[src/rtl/hazard_scoreboard.sv]
// Pipeline hazard unit: forwarding selects, stall/flush control, mul/div busy
// scoreboard, data-memory freeze and saturating stall-cycle counters.
module hazard_scoreboard #(
    parameter int RA_W       = 5,
    parameter int MD_LATENCY = 8,
    parameter int CNT_W      = 32
) (
    input  logic             clk,
    input  logic             rst_n,
    input  logic [RA_W-1:0]  rs_d,
    input  logic [RA_W-1:0]  rt_d,
    input  logic [RA_W-1:0]  rs_e,
    input  logic [RA_W-1:0]  rt_e,
    input  logic [RA_W-1:0]  wa_e,
    input  logic [RA_W-1:0]  wa_m,
    input  logic [RA_W-1:0]  wa_w,
    input  logic             we_reg_e,
    input  logic             we_reg_m,
    input  logic             we_reg_w,
    input  logic             load_e,
    input  logic             load_m,
    input  logic             branch_d,
    input  logic             jr_d,
    input  logic             md_start_d,
    input  logic             md_start_e,
    input  logic             hilo_read_d,
    input  logic             dmem_stall,
    input  logic             cnt_clr,
    output logic [1:0]       forward_ae,
    output logic [1:0]       forward_be,
    output logic             forward_ad,
    output logic             forward_bd,
    output logic             stall_f,
    output logic             stall_d,
    output logic             stall_e,
    output logic             stall_m,
    output logic             flush_e,
    output logic             flush_w,
    output logic             md_busy,
    output logic [CNT_W-1:0] hazard_stall_cnt,
    output logic [CNT_W-1:0] mem_stall_cnt
);

    localparam int MD_W = $clog2(MD_LATENCY + 1);

    logic [MD_W-1:0]  r_md_cnt;
    logic [CNT_W-1:0] r_haz_cnt;
    logic [CNT_W-1:0] r_mem_cnt;

    logic w_rs_e_m, w_rt_e_m, w_rs_e_w, w_rt_e_w;
    logic w_rs_d_e, w_rt_d_e, w_rs_d_m, w_rt_d_m;
    logic w_lw_stall, w_br_stall, w_jr_stall, w_md_stall, w_hazard;

    // A hit is an address match against a nonzero source register.
    assign w_rs_e_m = (rs_e != '0) && (rs_e == wa_m);
    assign w_rt_e_m = (rt_e != '0) && (rt_e == wa_m);
    assign w_rs_e_w = (rs_e != '0) && (rs_e == wa_w);
    assign w_rt_e_w = (rt_e != '0) && (rt_e == wa_w);
    assign w_rs_d_e = (rs_d != '0) && (rs_d == wa_e);
    assign w_rt_d_e = (rt_d != '0) && (rt_d == wa_e);
    assign w_rs_d_m = (rs_d != '0) && (rs_d == wa_m);
    assign w_rt_d_m = (rt_d != '0) && (rt_d == wa_m);

    always_comb begin
        forward_ae = 2'b00;
        forward_be = 2'b00;
        if (w_rs_e_m && we_reg_m)      forward_ae = 2'b10;
        else if (w_rs_e_w && we_reg_w) forward_ae = 2'b01;
        if (w_rt_e_m && we_reg_m)      forward_be = 2'b10;
        else if (w_rt_e_w && we_reg_w) forward_be = 2'b01;
    end

    assign forward_ad = w_rs_d_m && we_reg_m;
    assign forward_bd = w_rt_d_m && we_reg_m;

    assign md_busy    = (r_md_cnt != '0);
    assign w_lw_stall = load_e && (w_rs_d_e || w_rt_d_e);
    assign w_br_stall = branch_d && ((we_reg_e && (w_rs_d_e || w_rt_d_e)) ||
                                     (load_m && (w_rs_d_m || w_rt_d_m)));
    assign w_jr_stall = jr_d && ((we_reg_e && w_rs_d_e) || (load_m && w_rs_d_m));
    assign w_md_stall = (hilo_read_d || md_start_d) && (md_busy || md_start_e);
    assign w_hazard   = w_lw_stall || w_br_stall || w_jr_stall || w_md_stall;

    // A memory freeze masks the hazard; it is re-evaluated once the freeze ends.
    always_comb begin
        stall_f = 1'b0;
        stall_d = 1'b0;
        stall_e = 1'b0;
        stall_m = 1'b0;
        flush_e = 1'b0;
        flush_w = 1'b0;
        if (dmem_stall) begin
            stall_f = 1'b1;
            stall_d = 1'b1;
            stall_e = 1'b1;
            stall_m = 1'b1;
            flush_w = 1'b1;
        end else if (w_hazard) begin
            stall_f = 1'b1;
            stall_d = 1'b1;
            flush_e = 1'b1;
        end
    end

    // The mul/div unit keeps counting through a memory freeze.
    always_ff @(posedge clk or negedge rst_n) begin
        if (!rst_n) begin
            r_md_cnt <= '0;
        end else if (md_start_e && !dmem_stall) begin
            r_md_cnt <= MD_W'(MD_LATENCY);
        end else if (r_md_cnt != '0) begin
            r_md_cnt <= r_md_cnt - MD_W'(1);
        end
    end

    always_ff @(posedge clk or negedge rst_n) begin
        if (!rst_n) begin
            r_haz_cnt <= '0;
            r_mem_cnt <= '0;
        end else if (cnt_clr) begin
            r_haz_cnt <= '0;
            r_mem_cnt <= '0;
        end else begin
            if (w_hazard && !dmem_stall && (r_haz_cnt != '1))
                r_haz_cnt <= r_haz_cnt + CNT_W'(1);
            if (dmem_stall && (r_mem_cnt != '1))
                r_mem_cnt <= r_mem_cnt + CNT_W'(1);
        end
    end

    assign hazard_stall_cnt = r_haz_cnt;
    assign mem_stall_cnt    = r_mem_cnt;

endmodule

[config.mk]
export PLATFORM = sky130hd
export DESIGN_NAME = hazard_scoreboard
export DESIGN_NICKNAME = d
export VERILOG_FILES = /design/src/rtl/hazard_scoreboard.sv
export SDC_FILE = /design/constraint.sdc
export NUM_CORES = 1
export LEC_CHECK = 0
export BUFFER_PORTS_ARGS = -buffer_cell sky130_fd_sc_hd__buf_2
export CAP_MARGIN = 0
export CORE_MARGIN = 2
export CORE_UTILIZATION = 40
export DETAILED_ROUTE_END_ITERATION = 16
export GPL_ROUTABILITY_DRIVEN = 1
export MAX_ROUTING_LAYER = met4
export PLACE_DENSITY = 0.74
export SKIP_LAST_GASP = 1
export SYNTH_ARGS = -nofsm -noshare
export SYNTH_HDL_FRONTEND = slang
export SYNTH_SLANG_ARGS = --single-unit
[constraint.sdc]
create_clock -name clk -period 3.11 [get_ports clk]
set_input_delay 0.4665 -clock clk [delete_from_list [all_inputs] [get_ports clk]]
set_output_delay 0.4665 -clock clk [all_outputs]
set_load 0.01 [all_outputs]
* Word level (Yosys, flattened, before mapping)
Index checks and enable logic that the tools add are counted.
** Storage, ports and cells
- Latch bits :: 0
- Memories :: 0
- Output and inout port bits :: 77
- Word-level logic and storage cells :: 74
- Memory bits (read-only) :: 0
- Bits in writable memories :: 0
- Input port bits :: 49
- Register bits :: 68
** Operators by class
- $lt $le $gt $ge :: 0
- Shift operators :: 0
- Divide/modulo/power cells :: 0
- Bitwise operators :: 0
- Muxes and demuxes :: 14
- $add $sub $neg :: 3
- Equal/unequal tests :: 10
- Reductions and logical operators :: 44
- Multiply operators :: 0
** Operators with widths (number)
- $mux 32 :: 4
- $add 32x1->32 const B :: 2
- $ne 32x32->1 const B :: 2
- $eq 5x5->1 :: 8
- $logic_and 1x1->1 :: 26
- $reduce_bool 5->1 :: 4
- $logic_or 1x1->1 :: 9
- $mux 4 :: 2
- $mux 1 :: 6
- $reduce_bool 2->1 :: 3
- $mux 2 :: 2
- $reduce_bool 4->1 :: 1
- $sub 4x1->4 const B :: 1
- $logic_not 1->1 :: 1

* Depth between registers and ports, before layout
- Depth after elaboration :: 13
- Depth in mapped cells :: 11
- Gate-level depth less buffers :: 8

* Least setup slack after synthesis
Ideal clock, no wire load.
- Kind :: in2out
- Start point :: input rs_d[1]
- End point :: output stall_f
- Stages :: 9
- Setup slack :: 0.438 ns
- Data arrival time :: 2.205 ns
- Data required time :: 2.643 ns
- Path through :: or4_1 nor2_1 or4_4 a21oi_4 nor3_4 buf_6 buf_2 nand2_1 buf_4
** Between the ends
- Cells in the longest elaborated chain, start to end :: 11
** RTL lines
- from (decl) :: RTL line 10 : input logic [RA_W-1:0] rs_d,
- $eq 5x5->1 (tied with other cells) :: RTL line 59 : assign w_rs_d_e = (rs_d != '0) && (rs_d == wa_e);
- $logic_and 1x1->1, on equally long branches :: RTL line 59, 61
- $logic_or 1x1->1, on equally long branches :: RTL line 77, 78, 79
- $logic_and 1x1->1, on equally long branches :: RTL line 78, 79
- $logic_or 1x1->1 :: RTL line 78 : assign w_br_stall = branch_d && ((we_reg_e && (w_rs_d_e || w_rt_d_e)) ||
- $logic_and 1x1->1 :: RTL line 78
- $logic_or 1x1->1 :: RTL line 82 : assign w_hazard = w_lw_stall || w_br_stall || w_jr_stall || w_md_stall;
- $logic_or 1x1->1 (*) (2 in series) :: RTL line 82
- $mux 1 (*) (2 in series)
- to (decl) :: RTL line 33 : output logic stall_f,
Mark *: on every way between the ends. The rest lies on a longest branch, timed or not.

* Worst setup path after layout
- Start point :: register r_md_cnt[0]
- End point :: output stall_d
** Between the ends
- Cells in the longest elaborated chain, start to end :: 6
** RTL lines
- from (decl) :: RTL line 46 : logic [MD_W-1:0] r_md_cnt;
- from (signal assigned) :: RTL line 110 : r_md_cnt <= MD_W'(MD_LATENCY);
- from (signal assigned) :: RTL line 112 : r_md_cnt <= r_md_cnt - MD_W'(1);
- $reduce_bool 4->1 :: RTL line 76 : assign md_busy = (r_md_cnt != '0);
- $logic_or 1x1->1 :: RTL line 81 : assign w_md_stall = (hilo_read_d || md_start_d) && (md_busy || md_start_e);
- $logic_and 1x1->1 :: RTL line 81
- $logic_or 1x1->1 :: RTL line 82
- $mux 1 :: RTL line 98 : end else if (w_hazard) begin
- $mux 1 :: RTL line 92 : if (dmem_stall) begin
- to (decl) :: RTL line 34 : output logic stall_d,
No other way between the ends.

==> summary.md <==
| Metric | Value |
|---|---|
| Final net count | 662 |
| RSZ-0062 raised after global routing | no |
| #FFs+latches synth | 68 |
| Number of max-cap violations | 0 |
| Cell leakage power | 0.002320 uW |
| Initial core utilization | 0.4052 |
| Mapped Area | 0.004354 mm2 |
| CTS buffer count | 9 |
| CTS Root Cell | clkbuf_8 |
| Core area | 0.01075 mm2 |
| Fmax | 372.3 MHz |
| Hold Slack | 0.2618 ns |
| Layout cell share with drive strength beyond 1 | 0.2638 |
| Die height | 108.3 um |
| Pwr/cell area | 391.2 mW/mm2 |
| Total negative slack | 0 ns |
| Fin worst setup slack | 0.4236 ns |
| Layout fillers | 1031 |
| Row cnt | 38 |
| Period utilisation layout | 0.8638 |
| TritonCTS sink count | 68 |
| WS Path Type | flop to output pin |
| Post-layout minimum cycle time | 2.686 ns |
| Initial antenna violation count | 0 |
| Worst setup SP type | flop |
| Post_cts resized | 0 |
| DRC | 0 |
| Reg clk slew, reported paths | 0.08 ns |
| Synth top cells by count | dfrtp_1, nor2_1, xnor2_1 |
| Area growth syn-to-layout | 21.35% |
| Detailed placement HPWL | 8.591 mm |
| H-tree depth | 3 |
| Die ar. | 0.01174 mm2 |
| Placed Cells incl. Taps | 738 |
| Max-slew headroom | 0.3303 |
| Multi-input gate area | 0.002467 mm2 |
| Final Hold Viols | 0 |
| First-pass DRT Iterations | 4 |
| Ant diodes | 0 |
| Largest net degree at the start of global routing | 55 |
| Post-Syn Nets | 542 |
| Top-count cell post-synth | dfrtp_1 |
| CP max FO | 6 |
| Worst Path Required | 2.64 ns |
| Buffers on Ports | 125 |
| Crit path capture type | output pin |
| Worst-margin pin slew | 1.005 ns |
| Finished Layout Cells | 754 |
| Post-Route Utilization | 0.4917 |
| Drt wl/cell | 15.64 um |
| DRT antenna net count | 0 |
| Maximum root-to-sink buffer count | 2 |
| Total gr overflow | 0 |
| Worst-Skew Late Latency | 0.35 ns |
| Routability cong. | 0.9419 |
| Outcome | complete, no violations |
| Register area | 0.001702 mm2 |
| Vias per cell | 5.532 |
| Final setup fails | 0 |
| Post-Syn Area per Cell | 8.904 um2 |
| Worst EP arrival | 2.22 ns |
| Vias in the first global route | 4022 |
| Synth Warn # | 0 |
| Post-CTS setup buffers | 0 |
| Cell variety after synth | 47 |
| First-pass GRT wire length | 18.89 mm |
| Vias post-DR | 4171 |
| Post-synth EDFFs | 0 |
| # IOs | 126 |
| Synth area leader | dfrtp_1 |
| Drt initial violations | 185 |
| Ranking of synthesized cells by area | dfrtp_1, xnor2_1, xor2_1 |
| Hold-fix buffers, CTS | 0 |
| Dpl ws | 0.4475 ns |
| Primary FF master, synth | dfrtp_1 |
| Max Transition Viols Final | 0 |
| DIE WIDTH | 108.3 um |
| Peak VDD IR | 210.6 uV |
| Fraction of registers with async set/reset | 1.000 |
| Worst Skew | 0.01163 ns |
| Routed wire length | 11.79 mm |
| Cells after Synth | 489 |
| CTS tree | done |
| Type of the worst min-delay path | input pin to async pin |
| Total track usage | 0.2078 |
| Synth top area share | 0.3908 |
| Post-synthesis sequential area ratio | 0.3908 |
==> kinds of logic after synthesis <==
| family | after synthesis | share of synthesized area |
|---|---|---|
| compound gates | 76 | 0.1095 |
| xor+xnor | 64 | 0.1287 |
| fa+ha+maj | 4 | 0.01149 |
| buf+inv | 36 | 0.04253 |
| flops | 68 | 0.3908 |
| mux | 10 | 0.02529 |
| simple gates | 231 | 0.2917 |
==> worst max-delay path: stages, from the launching register on <==
cell and delay, ns:
dfrtp_1 0.41, inv_1 0.09, ha_1 0.17, nand2_1 0.16, o22a_1 0.26, a41o_1 0.26, nor3_4 0.18, nand2_1 0.16
buf_2 0.18
==> state kept, by name (all words and copies together) (netlist names) <==
name and count:
mem_stall_cnt 32, r_md_cnt 4, hazard_stall_cnt 32
==> metrics by stage <==
stage	cell area (um2)	total power [uW]
2_1_floorplan	4354	1199
3_3_place_gp	5084	1317
3_5_place_dp	5084	1335
4_1_cts	5284	2083
5_1_grt	5284	2168
6_report	5284	2067
==> power breakdown <==
part	internal [uW]	total, uW	switching (uW)
Sequential	916	946	30.0
Combinational	149	373	223
Clock	374	748	374
Total	1440	2070	628
==> cell usage in the layout (no fill, tap or decap), drive strengths merged, types with 3 or more instances in the layout <==
master / netlist / layout
inv: 13 / 14
xnor2: 39 / 39
clkinv: 0 / 3
nand2: 33 / 33
o21ai: 13 / 13
clkbuf: 9 / 9
ha: 4 / 4
nor4: 12 / 12
and3: 11 / 11
nor3: 15 / 15
buf: 14 / 132
a21oi: 33 / 33
a211oi: 3 / 3
nand2b: 4 / 4
o31ai: 18 / 18
nor2: 51 / 51
nor2b: 10 / 10
or3: 13 / 13
xor2: 25 / 25
or4: 23 / 23
and4: 4 / 4
mux2: 8 / 8
dfrtp: 68 / 68
nand3: 24 / 24
nand4: 21 / 21
==> metal layers <==
layer  vias up  GRT usage  part of all wire
met1      2044     0.2650              0.46
met4         0    0.05403             0.010
met5         -          -                 0
met2       104     0.3437              0.49
met3        11    0.03617             0.042
li1       2012          -                 -
==> final cells by class <==
type,instances,area share
clock buffer,9,0.02344
timing repair buffer,132,0.1307
clock inverter,7,0.01444
sequential,68,0.3220
tap,140,0.03315
multi-input combinational,385,0.4670
inverter,13,0.009235
==> path summary, 6_finish.rpt <==
check	end	start	slack (ns)	depth (start not counted)
min reg2reg	r_md_cnt[3]	r_md_cnt[3]	0.53	1
min	mem_stall_cnt[28]	rst_n	0.26	1
max in group asynchronous	mem_stall_cnt[5]	rst_n	2.08	2
min in group clk	r_md_cnt[3]	r_md_cnt[3]	0.53	1
max reg2reg	hazard_stall_cnt[29]	hazard_stall_cnt[0]	0.48	8
max	stall_d	r_md_cnt[0]	0.42	8
No activity file was read; power rests on OpenSTA's default activity.
